==> src/rtl/fifo_btn_ctrl_if.sv <==
// Signal bundle between the push-button controller and its debounce, FIFO and LED neighbours.
// master = controller side, slave = environment (debouncers, FIFO, display).
interface fifo_btn_ctrl_if #(
    parameter int DATA_W = 8
);
    logic              wr_tick;
    logic              rd_tick;
    logic              wr_level;
    logic              rd_level;
    logic [DATA_W-1:0] sw_data;
    logic              fifo_full;
    logic              fifo_empty;
    logic [DATA_W-1:0] fifo_rdata;
    logic              fifo_wr;
    logic [DATA_W-1:0] fifo_wdata;
    logic              fifo_rd;
    logic [DATA_W-1:0] led_data;
    logic              overflow_err;
    logic              underflow_err;
    logic              busy;

    modport master (
        input  wr_tick, rd_tick, wr_level, rd_level, sw_data,
        input  fifo_full, fifo_empty, fifo_rdata,
        output fifo_wr, fifo_wdata, fifo_rd, led_data,
        output overflow_err, underflow_err, busy
    );

    modport slave (
        output wr_tick, rd_tick, wr_level, rd_level, sw_data,
        output fifo_full, fifo_empty, fifo_rdata,
        input  fifo_wr, fifo_wdata, fifo_rd, led_data,
        input  overflow_err, underflow_err, busy
    );
endinterface

==> src/rtl/fifo_btn_ctrl.sv <==
// Push-button sequencer for the FIFO demo: button ticks -> one-cycle FIFO strobes, LED capture, error flags.
// Optional macro AUTO_REPEAT_EN adds hold-to-repeat synthetic ticks driven by the level inputs.
module fifo_btn_ctrl #(
    parameter int DATA_W        = 8,
    parameter int ERR_CYCLES    = 12_500_000,
    parameter int REPEAT_DELAY  = 25_000_000,
    parameter int REPEAT_PERIOD = 5_000_000
) (
    input logic             clk,
    input logic             rst_n,
    fifo_btn_ctrl_if.master bus
);
    localparam int CNT_W = $clog2(ERR_CYCLES + 1);

    typedef enum logic [2:0] {IDLE, WR, RD, RD_CAP, ERR} state_t;

    state_t            state_q, state_d;
    logic              wr_pend_q, wr_pend_d;
    logic              rd_pend_q, rd_pend_d;
    logic [CNT_W-1:0]  err_cnt_q, err_cnt_d;
    logic              ovf_q, ovf_d;
    logic              unf_q, unf_d;
    logic              fifo_wr_q, fifo_wr_d;
    logic [DATA_W-1:0] wdata_q, wdata_d;
    logic [DATA_W-1:0] led_q, led_d;
    logic              wr_req_tick, rd_req_tick;
    logic              wr_req, rd_req;

`ifdef AUTO_REPEAT_EN
    localparam int REP_MAX = (REPEAT_DELAY > REPEAT_PERIOD) ? REPEAT_DELAY : REPEAT_PERIOD;
    localparam int REP_W   = $clog2(REP_MAX + 1);

    logic [1:0] level;
    logic [1:0] rep_tick;

    assign level = {bus.rd_level, bus.wr_level};

    // Index 0 = write button, 1 = read button; first repeat after the delay, then every period.
    genvar gi;
    generate
        for (gi = 0; gi < 2; gi++) begin : g_rep
            logic [REP_W-1:0] cnt_q, cnt_d;
            logic             armed_q, armed_d;
            logic [REP_W-1:0] target;

            assign target       = armed_q ? REP_W'(REPEAT_PERIOD - 1) : REP_W'(REPEAT_DELAY - 1);
            assign rep_tick[gi] = level[gi] && (cnt_q == target);

            always_comb begin
                cnt_d   = cnt_q;
                armed_d = armed_q;
                if (!level[gi]) begin
                    cnt_d   = '0;
                    armed_d = 1'b0;
                end else if (rep_tick[gi]) begin
                    cnt_d   = '0;
                    armed_d = 1'b1;
                end else begin
                    cnt_d = cnt_q + 1'b1;
                end
            end

            always_ff @(posedge clk or negedge rst_n) begin
                if (!rst_n) begin
                    cnt_q   <= '0;
                    armed_q <= 1'b0;
                end else begin
                    cnt_q   <= cnt_d;
                    armed_q <= armed_d;
                end
            end
        end
    endgenerate

    assign wr_req_tick = bus.wr_tick | rep_tick[0];
    assign rd_req_tick = bus.rd_tick | rep_tick[1];
`else
    logic unused_levels;
    assign unused_levels = bus.wr_level ^ bus.rd_level;
    assign wr_req_tick   = bus.wr_tick;
    assign rd_req_tick   = bus.rd_tick;
`endif

    always_comb begin
        state_d   = state_q;
        wr_pend_d = wr_pend_q;
        rd_pend_d = rd_pend_q;
        err_cnt_d = err_cnt_q;
        ovf_d     = ovf_q;
        unf_d     = unf_q;
        fifo_wr_d = 1'b0;
        wdata_d   = wdata_q;
        led_d     = led_q;
        wr_req    = wr_req_tick | wr_pend_q;
        rd_req    = rd_req_tick | rd_pend_q;

        case (state_q)
            IDLE: begin
                // Write has priority; a simultaneous read waits in rd_pend.
                if (wr_req) begin
                    wr_pend_d = 1'b0;
                    if (rd_req_tick) rd_pend_d = 1'b1;
                    if (bus.fifo_full) begin
                        state_d   = ERR;
                        ovf_d     = 1'b1;
                        err_cnt_d = CNT_W'(ERR_CYCLES - 1);
                    end else begin
                        wdata_d = bus.sw_data;
                        state_d = WR;
                    end
                end else if (rd_req) begin
                    rd_pend_d = 1'b0;
                    if (bus.fifo_empty) begin
                        state_d   = ERR;
                        unf_d     = 1'b1;
                        err_cnt_d = CNT_W'(ERR_CYCLES - 1);
                    end else begin
                        state_d = RD;
                    end
                end
            end
            WR: begin
                fifo_wr_d = 1'b1;
                state_d   = IDLE;
                if (wr_req_tick) wr_pend_d = 1'b1;
                if (rd_req_tick) rd_pend_d = 1'b1;
            end
            RD: begin
                state_d = RD_CAP;
                if (wr_req_tick) wr_pend_d = 1'b1;
                if (rd_req_tick) rd_pend_d = 1'b1;
            end
            RD_CAP: begin
                led_d   = bus.fifo_rdata;
                state_d = IDLE;
                if (wr_req_tick) wr_pend_d = 1'b1;
                if (rd_req_tick) rd_pend_d = 1'b1;
            end
            ERR: begin
                // Ticks are ignored here; pending flags survive the error window.
                if (err_cnt_q == '0) begin
                    ovf_d   = 1'b0;
                    unf_d   = 1'b0;
                    state_d = IDLE;
                end else begin
                    err_cnt_d = err_cnt_q - 1'b1;
                end
            end
            default: state_d = IDLE;
        endcase
    end

    always_ff @(posedge clk or negedge rst_n) begin
        if (!rst_n) begin
            state_q   <= IDLE;
            wr_pend_q <= 1'b0;
            rd_pend_q <= 1'b0;
            err_cnt_q <= '0;
            ovf_q     <= 1'b0;
            unf_q     <= 1'b0;
            fifo_wr_q <= 1'b0;
            wdata_q   <= '0;
            led_q     <= '0;
        end else begin
            state_q   <= state_d;
            wr_pend_q <= wr_pend_d;
            rd_pend_q <= rd_pend_d;
            err_cnt_q <= err_cnt_d;
            ovf_q     <= ovf_d;
            unf_q     <= unf_d;
            fifo_wr_q <= fifo_wr_d;
            wdata_q   <= wdata_d;
            led_q     <= led_d;
        end
    end

    // The write strobe trails the WR state by one cycle, so busy covers it as well.
    assign bus.fifo_wr       = fifo_wr_q;
    assign bus.fifo_wdata    = wdata_q;
    assign bus.fifo_rd       = (state_q == RD);
    assign bus.led_data      = led_q;
    assign bus.overflow_err  = ovf_q;
    assign bus.underflow_err = unf_q;
    assign bus.busy          = (state_q != IDLE) | fifo_wr_q;
endmodule

==> src/flat_wrapper.sv <==
// flat-port wrapper written by rule: the top's interface ports become plain ports
module fifo_btn_ctrl_flat 
#(
    parameter int DATA_W        = 8,
    parameter int ERR_CYCLES    = 12_500_000,
    parameter int REPEAT_DELAY  = 25_000_000,
    parameter int REPEAT_PERIOD = 5_000_000
)
  (clk, rst_n, bus_wr_tick, bus_rd_tick, bus_wr_level, bus_rd_level, bus_sw_data, bus_fifo_full, bus_fifo_empty, bus_fifo_rdata, bus_fifo_wr, bus_fifo_wdata, bus_fifo_rd, bus_led_data, bus_overflow_err, bus_underflow_err, bus_busy);
  fifo_btn_ctrl_if #(.DATA_W(DATA_W)) bus_i ();
  input logic clk;
  input logic rst_n;
  input wire logic [$bits(bus_i.wr_tick)-1:0] bus_wr_tick;
  input wire logic [$bits(bus_i.rd_tick)-1:0] bus_rd_tick;
  input wire logic [$bits(bus_i.wr_level)-1:0] bus_wr_level;
  input wire logic [$bits(bus_i.rd_level)-1:0] bus_rd_level;
  input wire logic [$bits(bus_i.sw_data)-1:0] bus_sw_data;
  input wire logic [$bits(bus_i.fifo_full)-1:0] bus_fifo_full;
  input wire logic [$bits(bus_i.fifo_empty)-1:0] bus_fifo_empty;
  input wire logic [$bits(bus_i.fifo_rdata)-1:0] bus_fifo_rdata;
  output wire logic [$bits(bus_i.fifo_wr)-1:0] bus_fifo_wr;
  output wire logic [$bits(bus_i.fifo_wdata)-1:0] bus_fifo_wdata;
  output wire logic [$bits(bus_i.fifo_rd)-1:0] bus_fifo_rd;
  output wire logic [$bits(bus_i.led_data)-1:0] bus_led_data;
  output wire logic [$bits(bus_i.overflow_err)-1:0] bus_overflow_err;
  output wire logic [$bits(bus_i.underflow_err)-1:0] bus_underflow_err;
  output wire logic [$bits(bus_i.busy)-1:0] bus_busy;
  assign bus_i.wr_tick = bus_wr_tick;
  assign bus_i.rd_tick = bus_rd_tick;
  assign bus_i.wr_level = bus_wr_level;
  assign bus_i.rd_level = bus_rd_level;
  assign bus_i.sw_data = bus_sw_data;
  assign bus_i.fifo_full = bus_fifo_full;
  assign bus_i.fifo_empty = bus_fifo_empty;
  assign bus_i.fifo_rdata = bus_fifo_rdata;
  assign bus_fifo_wr = bus_i.fifo_wr;
  assign bus_fifo_wdata = bus_i.fifo_wdata;
  assign bus_fifo_rd = bus_i.fifo_rd;
  assign bus_led_data = bus_i.led_data;
  assign bus_overflow_err = bus_i.overflow_err;
  assign bus_underflow_err = bus_i.underflow_err;
  assign bus_busy = bus_i.busy;
  fifo_btn_ctrl #(.DATA_W(DATA_W), .ERR_CYCLES(ERR_CYCLES), .REPEAT_DELAY(REPEAT_DELAY), .REPEAT_PERIOD(REPEAT_PERIOD)) u_core (.clk(clk), .rst_n(rst_n), .bus(bus_i));
endmodule
==> config.mk <==
export PLATFORM = sky130hd
export DESIGN_NAME = fifo_btn_ctrl_flat
export DESIGN_NICKNAME = d
export VERILOG_FILES = /design/src/rtl/fifo_btn_ctrl_if.sv /design/src/rtl/fifo_btn_ctrl.sv /design/src/flat_wrapper.sv
export SDC_FILE = /design/constraint.sdc
export NUM_CORES = 1
export LEC_CHECK = 0
export BUFFER_PORTS_ARGS = -buffer_cell sky130_fd_sc_hd__buf_2
export CORE_MARGIN = 3
export CORE_UTILIZATION = 35
export CTS_CLUSTER_SIZE = 30
export DETAILED_ROUTE_END_ITERATION = 16
export GPL_TIMING_DRIVEN = 0
export HOLD_SLACK_MARGIN = 0.1
export SYNTH_ARGS = -nofsm -noshare
export SYNTH_HDL_FRONTEND = slang
export SYNTH_SLANG_ARGS = --single-unit
export TNS_END_PERCENT = 5
==> constraint.sdc <==
create_clock -name clk -period 5.5 [get_ports clk]
set_input_delay 0 -clock clk [delete_from_list [all_inputs] [get_ports clk]]
set_output_delay 0 -clock clk [all_outputs]
set_load 0.005 [all_outputs]
==> metrics.md <==
| Metric | Value |
|---|---|
| Status | `complete, no violations` |
| Multiplexer area fraction after synthesis | `0.0892` |
| RR Startpoint | `u_core.state_q[0]$_DFFE_PN0P_` |
| Post-cts resize count | `0` |
| Worst-path cell chain | `clkbuf_1, nor3b_1, nand4_1, o21ai_0, nor3_1, a2bb2oi_1` |
| Final setup fails | `0` |
| IO Port Bufs | `42` |
| Share of cells above drive strength 1 | `0.300` |
| Vias in the first global route | `1780` |
| Total CTS buffers | `5` |
| Yosys warns | `0` |
| Crit-path slowest cell | `o21ai_0` |
| Compound-Gate Fraction of Synth Area | `0.136` |
| Core Box Area | `6420 um^2` |
| DRT Wirelength | `5460 um` |
| Avg Inst Size Synth | `10.9 um^2` |
| Total track usage | `0.147` |
| Horiz. Die Dim | `a little under 90 um` |
| DRT Pass-1 Iters | `4` |
| Slowest Stage Delay on Critical Path | `around 0.58 ns` |
| Slew Viols, Final | `0` |
| Clock Latency Late Sink | `0.31 ns` |
| Post-Syn Area | `2360 um^2` |
| Post-Synth Simple-Gate Area | `0.215` |
| Clk pin slew, worst setup/hold paths | `0.09 ns` |
| Path type of the worst setup path | `reg -> reg` |
| H-Tree Depth | `2` |
| Vias per inst | `5.23` |
| Cells on worst reg2reg path | `6` |
| # diodes | `0` |
| Remaining Overflow, GRT | `0` |
| Fraction of the cycle the final worst path needs | `0.441` |
| Slew HR | `0.279` |
| Mapped Cells | `approximately 220` |
| WP data arrival | `2.62 ns` |
| WHS | `0.429 ns` |
| Largest net degree at the start of global routing | `49` |
| CP startpoint kind | `flop` |
| EDFF count, synth | `0` |
| Longest Clk Path Bufs | `2` |
| Initial core utilization | `0.367` |
| R2r endpoint | `u_core.err_cnt_q[1]$_DFFE_PN0P_` |
| Setup_tns | `0 ns` |
| Final Hold Vio Count | `0` |
| #FFs+latches synth | `48` |
| Initial antenna violation count | `0` |
| Ys async rst share | `1.00` |
| CP max FO | `10` |
| Die Area | `just under 8000 um^2` |
| DRC | `0` |
| RSZ-0062 raised after global routing | `no` |
| Largest family of logic cells by synthesized area | `simple AND/OR/NAND/NOR gates` |
| DRT iter0 DRCs | `116` |
| XOR/XNOR Fraction of Synth Area | `0.0149` |
| Layout Nets | `312` |
| Register area share after synthesis | `0.510` |
| HPWL Detailed | `3730 um` |
| Die height | `88.1 um` |
| LEAKAGE | `1.23 nW` |
| MaxCap Viol Count | `0` |
| WL/cell | `roughly 15 um` |
| Total power | `1.13 mW` |
| Area share of fa/ha/maj cells after synthesis | `0.0106` |
| Synthesized net count | `between 200 and 250` |
| Via count | `approximately 1.9k` |
| Peak supply drop | `around 190 uV` |
| Filler Cell Count | `590` |
| Antenna viol nets, final | `0` |
| First-pass GRT wire length | `a little under 9000 um` |
| Synth-to-layout area growth | `27.1%` |
| Global placement routability congestion | `0.787` |
| Top Ports | `45` |
| Worst Setup End Kind | `flop` |
| Critical path required time | `roughly 5.7 ns` |
| # clock sinks | `48` |
| Min cycle time layout | `2.43 ns` |
| Clock skew | `0.00332 ns` |
| R2r setup slk | `3.07 ns` |
| CTS tree | `yes` |
| Rows | `29` |
| Hold Crit Class | `in -> async` |
| PwrDens | `around 380 nW/um^2` |
| Root Driver | `clkbuf_8` |
| CP bufs+invs | `1` |
| CP top delay family | `simple AND/OR/NAND/NOR gates` |
| Post CTS Setup Buffer Count | `0` |
| Synth unique cells | `50` |
| Fmax | `a little over 400 MHz` |
| Worst-margin pin slew | `1.08 ns` |
| Synth Flop Type | `dfrtp_1` |
worst reg2reg max path: cells and delay by family (launching register included):
family	cells	cell delay, ns
AND/OR/NAND/NOR	3	0.98
flip-flops	1	0.39
buffers and inverters	1	0.20
AO/OA/AOI/OAI	2	0.73
Yosys cell counts, types with 3 or more instances:
cell      number  area (um^2)
and2_1         3         18.8
nand3_1        9         45.0
or2_2          5         31.3
and3_1         5         31.3
clkbuf_1       3         11.3
or4_1          4         30.0
dfrtp_1       48         1200
xnor2_1        3         26.3
nor3_1         8         40.0
mux2i_1        3         30.0
nor3b_1        3         22.5
or3_1          7         43.8
nor4_1         5         31.3
nand2_1        4         15.0
nor2_1        18         67.6
o31ai_1        3         22.5
a21oi_1       12         60.1
inv_1          5         18.8
o21ai_0       13         65.1
or3_2          3         22.5
mux2_2        16          180
layout by cell type, fill, tap and decap left out, types with 2 or more instances in the layout:
master         instances
dfrtp_1               48
buf_2                 43
dlygate4sd3_1         21
nor2_1                18
mux2_2                16
o21ai_0               13
a21oi_1               12
nand3_1                9
nor3_1                 8
clkbuf_8               7
or3_1                  7
inv_1                  5
or2_2                  5
nor4_1                 5
and3_1                 5
nand2_1                4
or4_1                  4
clkbuf_1               3
and2_1                 3
nor3b_1                3
or3_2                  3
xnor2_1                3
mux2i_1                3
o31ai_1                3
nand2b_1               2
o21a_1                 2
a311oi_1               2
nand4_1                2
o211a_1                2
a31o_2                 2
ha_1                   2
how the worst max path moves through the flow:
stage | cells past startpoint | startpoint | to
floorplan | 6 | u_core.err_cnt_q[5]$_DFFE_PN0P_ | u_core.err_cnt_q[23]$_DFFE_PN0P_
global placement | 6 | u_core.state_q[0]$_DFFE_PN0P_ | u_core.err_cnt_q[1]$_DFFE_PN0P_
detailed placement | 6 | u_core.state_q[0]$_DFFE_PN0P_ | u_core.err_cnt_q[1]$_DFFE_PN0P_
CTS | 6 | u_core.state_q[0]$_DFFE_PN0P_ | u_core.err_cnt_q[1]$_DFFE_PN0P_
global route | 6 | u_core.state_q[0]$_DFFE_PN0P_ | u_core.err_cnt_q[1]$_DFFE_PN0P_
finish | 6 | u_core.state_q[0]$_DFFE_PN0P_ | u_core.err_cnt_q[1]$_DFFE_PN0P_
registers in the layout, summed over array words and instances (netlist names):
register / cells
u_core.bus.fifo_wdata: 8
u_core.bus.fifo_wr: 1
u_core.bus.led_data: 8
u_core.bus.overflow_err: 1
u_core.bus.underflow_err: 1
u_core.err_cnt_q: 24
u_core.rd_pend_q: 1
u_core.state_q: 3
u_core.wr_pend_q: 1
power by group:
group	switching (mW)	total [mW]	internal (mW)
clock network	0.126	0.275	0.149
logic	0.195	0.373	0.178
registers	0.0476	0.485	0.437
total	0.369	1.13	0.764
what timing repair did:
action,in CTS,in global routing
endpoints found under the setup margin,0,0
hold endpoints to repair,69,0
hold buffers,21,0
per-stage QoR:
| stage | setup WS, ns | util | cells | instance area (um^2) |
|---|---|---|---|---|
| after global placement | 3.21 | 0.415 | 335 | 2660 |
| after detailed placement | 3.14 | 0.415 | 335 | 2660 |
| after CTS | 3.12 | 0.466 | 364 | 3000 |
| final | 3.07 | 0.466 | 364 | 3000 |
| after global routing | 2.88 | 0.466 | 364 | 3000 |
| after floorplan | 3.38 | - | 216 | 2360 |
cell families after synthesis:
family,count (synthesis)
fa+ha+maj,2
flops,48
simple gates,86
compound gates,46
buf+inv,11
xor+xnor,4
mux,19
layout make-up:
class	instances	area, um^2	share of cell area
Inverter	5	18.8	0.00627
Buffer	6	37.5	0.0125
Clock buffer	6	82.6	0.0276
Clock inverter	2	38.8	0.0129
Multi-Input combinational cell	157	1100	0.367
Tap cell	77	96.3	0.0322
Sequential cell	48	1200	0.401
Timing Repair Buffer	63	420	0.140
routing by layer:
layer,routed length [um],vias to the layer above,global-route usage
met5,0,-,0
met1,2510,920,0.204
met4,109,0,0.0604
met3,168,10,0.0348
met2,2660,27,0.221
li1,-,945,-
(Power assumes the default switching activity.)
